## src/rtl/traffic_phase_controller.sv

```systemverilog
// N-approach signal sequencer: green/yellow/all-red per phase, demand skip, rest-in-main, night flash.
// Interval timing advances only on tick; lamps decode from registers with no input path; no backpressure.
module traffic_phase_controller #(
    parameter int NUM_PHASES  = 4,
    parameter int CNT_W       = 4,
    parameter int GREEN_TIME  = 7,
    parameter int YELLOW_TIME = 2,
    parameter int ALLRED_TIME = 1,
    localparam int PH_W = (NUM_PHASES > 1) ? $clog2(NUM_PHASES) : 1
) (
    input  logic                  clk,
    input  logic                  reset,
    input  logic                  tick,
    input  logic [NUM_PHASES-1:0] req,
    input  logic                  flash,
    output logic [NUM_PHASES-1:0] red,
    output logic [NUM_PHASES-1:0] yellow,
    output logic [NUM_PHASES-1:0] green,
    output logic [PH_W-1:0]       active_phase,
    output logic [CNT_W-1:0]      countdown,
    output logic [1:0]            state_o
);

    typedef enum logic [1:0] {
        S_GREEN  = 2'b00,
        S_YELLOW = 2'b01,
        S_ALLRED = 2'b10,
        S_FLASH  = 2'b11
    } state_t;

    localparam logic [CNT_W-1:0] G_LD    = CNT_W'(GREEN_TIME - 1);
    localparam logic [CNT_W-1:0] Y_LD    = CNT_W'(YELLOW_TIME - 1);
    localparam logic [CNT_W-1:0] A_LD    = CNT_W'(ALLRED_TIME - 1);
    localparam logic [CNT_W-1:0] CNT_ONE = CNT_W'(1);
    localparam logic [PH_W:0]    NP      = (PH_W + 1)'(NUM_PHASES);
    localparam logic [NUM_PHASES-1:0] DEM0 = NUM_PHASES'(1);

    state_t                  state_q, state_d;
    logic [PH_W-1:0]         phase_q, phase_d, next_ph;
    logic [CNT_W-1:0]        cnt_q, cnt_d;
    logic [NUM_PHASES-1:0]   dem_q, dem_d, phase_sel, ign_mask, clr_mask, dem_rot;
    logic [2*NUM_PHASES-1:0] dem_dbl;
    logic [PH_W:0]           cand;
    logic                    blink_q, blink_d;
    logic                    aff_q, aff_d;
    logic                    expire, side_dem, enter_green;

    assign expire    = tick && (cnt_q == '0);
    assign side_dem  = |dem_q[NUM_PHASES-1:1];
    assign phase_sel = DEM0 << phase_q;
    assign dem_dbl   = {dem_q, dem_q};
    assign dem_rot   = dem_dbl[phase_q +: NUM_PHASES];

    // dem_rot[j] is demand of phase (active+j) mod N; the lowest j wins, phase 0 is always set.
    always_comb begin
        next_ph = '0;
        cand    = '0;
        for (int j = NUM_PHASES - 1; j >= 1; j--) begin
            if (dem_rot[j]) begin
                cand = {1'b0, phase_q} + (PH_W + 1)'(j);
                if (cand >= NP) cand = cand - NP;
                next_ph = cand[PH_W-1:0];
            end
        end
    end

    always_comb begin
        state_d     = state_q;
        phase_d     = phase_q;
        cnt_d       = cnt_q;
        blink_d     = blink_q;
        aff_d       = aff_q;
        enter_green = 1'b0;
        if (tick && cnt_q != '0) cnt_d = cnt_q - CNT_ONE;
        case (state_q)
            S_GREEN: begin
                if (expire && (phase_q != '0 || side_dem || flash)) begin
                    state_d = S_YELLOW;
                    cnt_d   = Y_LD;
                end
            end
            S_YELLOW: begin
                if (expire) begin
                    state_d = S_ALLRED;
                    cnt_d   = A_LD;
                end
            end
            S_ALLRED: begin
                if (expire) begin
                    aff_d = 1'b0;
                    if (flash) begin
                        state_d = S_FLASH;
                        phase_d = '0;
                        cnt_d   = '0;
                        blink_d = 1'b1;
                    end else begin
                        state_d     = S_GREEN;
                        phase_d     = aff_q ? '0 : next_ph;
                        cnt_d       = G_LD;
                        enter_green = 1'b1;
                    end
                end
            end
            default: begin
                if (tick) begin
                    blink_d = ~blink_q;
                    if (!flash) begin
                        state_d = S_ALLRED;
                        cnt_d   = A_LD;
                        aff_d   = 1'b1;
                        blink_d = 1'b0;
                    end
                end
            end
        endcase
    end

    // The served phase cannot re-request itself while green or yellow.
    always_comb begin
        ign_mask = (state_q == S_GREEN || state_q == S_YELLOW) ? phase_sel : '0;
        clr_mask = enter_green ? (DEM0 << phase_d) : '0;
        dem_d    = ((dem_q | (req & ~ign_mask)) & ~clr_mask) | DEM0;
    end

    always_ff @(posedge clk) begin
        if (reset) begin
            state_q <= S_GREEN;
            phase_q <= '0;
            cnt_q   <= G_LD;
            dem_q   <= DEM0;
            blink_q <= 1'b0;
            aff_q   <= 1'b0;
        end else begin
            state_q <= state_d;
            phase_q <= phase_d;
            cnt_q   <= cnt_d;
            dem_q   <= dem_d;
            blink_q <= blink_d;
            aff_q   <= aff_d;
        end
    end

    always_comb begin
        red    = '1;
        yellow = '0;
        green  = '0;
        case (state_q)
            S_GREEN: begin
                green = phase_sel;
                red   = ~phase_sel;
            end
            S_YELLOW: begin
                yellow = phase_sel;
                red    = ~phase_sel;
            end
            S_ALLRED: red = '1;
            default: begin
                red    = '0;
                yellow = {NUM_PHASES{blink_q}};
            end
        endcase
    end

    assign active_phase = phase_q;
    assign countdown    = cnt_q;
    assign state_o      = state_q;

endmodule

```

## config.mk

```make
export PLATFORM = sky130hd
export DESIGN_NAME = traffic_phase_controller
export DESIGN_NICKNAME = d
export VERILOG_FILES = /design/src/rtl/traffic_phase_controller.sv
export SDC_FILE = /design/constraint.sdc
export NUM_CORES = 1
export LEC_CHECK = 0
export CAP_MARGIN = 15
export CORE_AREA = 5 5 61 63
export DETAILED_ROUTE_END_ITERATION = 10
export DIE_AREA = 0 0 66 68
export HOLD_SLACK_MARGIN = 0.15
export PLACE_DENSITY = 0.66
export SYNTH_ARGS = -nofsm -noshare
export SYNTH_HDL_FRONTEND = slang
export SYNTH_SLANG_ARGS = --single-unit
```

## constraint.sdc

```tcl
create_clock -name clk -period 2.7 [get_ports clk]
set_input_delay 0.405 -clock clk [delete_from_list [all_inputs] [get_ports clk]]
set_output_delay 0.405 -clock clk [all_outputs]
set_load 0.01 [all_outputs]
```

* Yosys cells after proc, flatten, opt, wreduce, memory -nomap -nowiden *
Index checks and enable logic that the tools add are counted.
W data, S select, Z words.

word-level totals
  bits in registers = 14
  input bits = 8
  output and inout bits = 20
  logic and storage cells = 96

cells by class
  add/subtract/negate cells = 7
  magnitude comparators = 3
  equal/unequal tests = 8
  shifts and indexed selects = 3
  muxes and demuxes = 42
  bitwise gates (word level) = 8
  reductions and logical operators = 18

operators by type and width
  cell                   number
  $mux W4                9
  $mux W2                16
  $pmux W4 S2            2
  $not A4 Y4             3
  $pmux W4 S3            1
  $mux W1                10
  $ge A3 B3 Y1 const B   3
  $and A4 B4 Y4          2
  $ne A2 B2 Y1 const B   4
  $reduce_and A4 Y1      2
  $reduce_bool A4 Y1     2
  $shiftx A8 B3 Y4       1
  $shl A1 B2 Y4 const A  2
  $add A2 B2 Y3 const B  2
  $pmux W2 S3            1
  $sub A2 B1 Y2 const B  3
  $reduce_and A5 Y1      1
  $logic_not A4 Y1       1
  $ne A4 B1 Y1 const B   1
  $or A4 B4 Y4           1
  $pmux W1 S2            2
  $reduce_bool A2 Y1     2
  $reduce_or A2 Y1       2
  $sub A4 B1 Y4 const B  1
  10 further kinds       15

* Logic depth before layout (Yosys ltp) *
  depth in word-level cells = 14
  mapped depth = 7
  depth with buffers taken out = 6

* Worst setup path before layout *
OpenSTA, ideal clock, no wires.

  path kind = register to register
  start point = reg phase_q[0], in the netlist active_phase[0]
  end point = reg dem_q[2]
  setup time = 0.088 ns
  arrival time = 2.027 ns
  data required time = 2.612 ns
  slack = 0.584 ns
  cell stages (with the launch flop) = 7
  path buffers = 0
  period minus slack after synthesis = 2.116 ns
  cell sequence = dfxtp_1 > inv_1 > ha_1 > or4b_1 > o221a_1 > and3_4 > a311oi_2

on the way
  cells in the longest elaborated chain, start to end = 14
  elaborated cells on any way between the ends = 29
  those cells by class = add/sub (6); order compare (3); shift (3); mux (12); bitwise (5)

ends and longest elaborated chain
  what                                                  line  source
  from (decl)                                           39    logic [PH_W-1:0] phase_q, phase_d, next_ph;
  from (signal assigned)                                135   phase_q <= phase_d;
  $add A2 B2 Y3                                         60    cand = {1'b0, phase_q} + (PH_W + 1)'(j);
  $ge A3 B3 Y1 / $sub A2 B1 Y2 (equally long branches)  61    if (cand >= NP) cand = cand - NP;
  $mux W2                                               61
  $mux W2 (3 in series)                                 59    if (dem_rot[j]) begin
  $mux W2                                               98    phase_d = aff_q ? '0 : next_ph;
  $mux W2                                               91    if (flash) begin
  $mux W2                                               89    if (expire) begin
  $mux W2                                               75    case (state_q)
  $shl A1 B2 Y4                                         121   clr_mask = enter_green ? (DEM0 << phase_d) : '0;
  $mux W4                                               121
  $not A4 Y4                                            122   dem_d = ((dem_q | (req & ~ign_mask)) & ~clr_mask) | DEM0;
  $and A4 B4 Y4 (*)                                     122
  to (signal assigned)                                  137   dem_q <= dem_d;
  to (decl)                                             41    logic [NUM_PHASES-1:0] dem_q, dem_d, phase_sel, ign_mask, clr_mask, dem_rot;

Every way passes the cells marked *; elsewhere a longest branch is shown, timed or not.
A chain may end at the register's enable or synchronous reset.

* Final worst setup path *
  start point = reg state_q[1], in the netlist state_o[1]
  end point = out yellow[3]

on the way
  cells in the longest elaborated chain, start to end = 3
  elaborated cells on any way between the ends = 5
  those cells by class = eq/ne (2); mux (1); reduce/logical (2)

ends and longest elaborated chain
  what                                                     line  source
  from (decl)                                              38    state_t state_q, state_d;
  from (signal assigned)                                   134   state_q <= state_d;
  $eq A2 B2 Y1 / $logic_not A2 Y1 (equally long branches)  147   case (state_q)
  $reduce_or A2 Y1 (no source line)                        -
  $pmux W4 S2 (*)                                          147
  to (decl)                                                17    output logic [NUM_PHASES-1:0] yellow,

Marks and branches as above.

==> results.ini <==
[power]
swShare = 0.294
p_seq_frac = 0.495
vdd_drop_max_uv = 166
total_leakage_power_nw = 0.530
power.total_mw = 0.440
internal_power_mw = 0.311
cellPowerDensity_nw_per_um2 = 310
clkPwrFrac = 0.294
p_switching_mw = 0.129
combPwrFrac = 0.210

[route]
firstDrtPassIters = 4
wl_mm = 2.87
drc = 0
via_count = 1102
final_antenna_net_count = 0
drt_iter0_drc = 31
wire_per_inst_um = 14.0
viasPerCell = 5.38

[place]
post-place-ws_ns = 0.488
io_buffers = 26
dp_hpwl_mm = 2.26
dpl_cell_area_um2 = 1400
place_congestion = 0.852
dp.cells = 201

[synth]
synthTopCellsByCount = dfxtp_1 (13), ha_1 (9), inv_1 (9)
synth_fp_nets = 148
synthMostInstantiatedCell = dfxtp_1
synth_ff_type = dfxtp_1
synth.distinct_cells = 49
syn_area_um2 = 1080
synthCells = 131
yosys_warnings = 0
synthArstFlopShare = 0
ys_seq_elements = 13
synth_edf_count = 0
synth_largest_area_cell = dfxtp_1
syn_area_per_cell_um2 = 8.24
yosysTopAreaCellShare = 0.241
ys_seq_area_frac = 0.241
synth_area_leaders = dfxtp_1 (24%), ha_1 (10%), a21oi_1 (3.7%), mux2i_1 (3.7%), and2_1 (3.5%)

[die]
initial_core_util = 0.340
row_count = 21
die-height_um = 68
dieWidth_um = 66
io_pins = 28
core_um2 = 3180
die-area_um2 = 4490

[layout]
final_nets = 177
syn2layout_area_growth_pct = 31.6
diodes = 0
fin_util = 0.447
drive_gt1_frac = 0.0818
postLayoutCellArea_um2 = 1420
fin_cells = 205

[sta]
rsz0062_at_grt = false
slew_headroom = 0.697
worst_slack_ns = 0.165
setup_viol = 0
finalClockSkew_ns = 0.00791
max_freq_ghz = 0.394
hold_viol = 0
maxSlewViolCount = 0
tns_ns = 0
holdWs_ns = 0.561
period_needed_ns = 2.54
period_share = 0.939
tightest_slew_ns = 0.453

[clocking]
cts_setup_buffers = 0
path_clk_slew_ns = 0.09
ctsResizeCount = 0
cts-htree-levels = 1
cts-root-buf = clkbuf_4
clockBufferDepth = 2
cts_hold_buf = 0
cts_tree = done
clkLatencyLatePin_ns = 0.29
cts_buffers = 3
cts.sinks = 13

[critical_path]
r2r-start = active_phase[1]$_SDFF_PP0_
path_cells = inv_1, ha_1, nor2b_1, a22o_1, clkdlybuf4s50_1
cp-end-kind = output pin
critPathTopFamily = buffers and inverters
path_buf_inv = 2
cpMaxStageDelayCell = dfxtp_1
cp.arrival_ns = 2.13
crit_required_ns = 2.30
critical_path_class = reg2out
r2r-end = dem_q[2]$_SDFF_PP0_
cp.depth = 5
reg2reg_depth = 6
cpPeakStageDelay_ns = 0.57
start_kind = flop
r2r_slack_ns = 0.67
cp_max_fo = 9

[grt]
antenna_found_initial = 0
overflow = 0
grt_use_total = 0.139
grt_max_degree = 12
grt_pass1_vias = 1092
grt_pass1_wl_mm = 4.89

[worst_hold_path]
hold_depth = 2
whs_endpoint = aff_q$_SDFFE_PP0P_
holdCritPathClass = reg2reg
worstHoldStart = aff_q$_SDFFE_PP0P_

[run_status]
run_status = finished clean

[flow_run]
cap_viol_max_count = 0

## layout by cell type, fill, tap and decap left out, drive strengths merged, types with 2 or more instances in the layout
master / n
ha: 9
or3: 2
dfxtp: 13
nor2b: 4
clkbuf: 4
a21oi: 8
nor3: 5
o21ai: 8
a211oi: 3
nor3b: 3
a22o: 4
mux2i: 4
nand2: 4
nand3: 5
inv: 9
clkdlybuf4s50: 26
and2: 6
buf: 4
a31oi: 2
nor2: 8
or4b: 2
## worst max-delay path by stage
stage | start | to
2_1_floorplan | active_phase[0]$_SDFF_PP0_ | dem_q[2]$_SDFF_PP0_
3_3_place_gp | state_o[1]$_SDFFE_PP0P_ | yellow[0]
3_5_place_dp | state_o[1]$_SDFFE_PP0P_ | yellow[3]
4_1_cts | state_o[1]$_SDFFE_PP0P_ | yellow[3]
5_1_grt | state_o[1]$_SDFFE_PP0P_ | yellow[1]
6_report | state_o[1]$_SDFFE_PP0P_ | yellow[3]
## area by class of cell
class                   count  area, um2
inverters                   9       33.8
fillers                   331       1760
repair buffers             30        290
multi-input cells         103        753
flip-flops and latches     13        260
clock buffers               4       26.3
well taps                  46       57.6
## power by group through the flow
stage / Combinational [mW] / Sequential, mW / Clock (mW)
after global routing: 0.101 / 0.221 / 0.143
after detailed placement: 0.0933 / 0.222 / 0
after CTS: 0.0937 / 0.218 / 0.132
after floorplan: 0.0539 / 0.222 / 0
after global placement: 0.0904 / 0.221 / 0
final: 0.0926 / 0.218 / 0.130
## registers in the layout, summed over array words and instances, names as in the netlist
| signal | cells |
|---|---|
| active_phase | 2 |
| state_o | 2 |
| countdown | 4 |
| dem_q | 3 |
| blink_q | 1 |
| aff_q | 1 |
## tightest hold or removal path, cell delays in order, from the launching register on
cell and delay [ns]:
dfxtp_1 0.35, a2bb2oi_1 0.13, nor2_1 0.04
## kinds of logic after synthesis
logic type | after synthesis | synth area share
compound gates | 39 | 0.263
xor+xnor | 2 | 0.0162
fa+ha+maj | 9 | 0.104
buf+inv | 15 | 0.0614
flops | 13 | 0.241
mux | 4 | 0.0371
simple gates | 49 | 0.277
## metal layers
metal  global-route usage  routed length, um  up-vias
met5                    0                  0        -
met4               0.0431                 21        0
met3               0.0394                 74        4
met2                0.248               1440       19
met1                0.161               1340      534
li1                     -                  -      545
No activity file was read; power rests on OpenSTA's default activity.
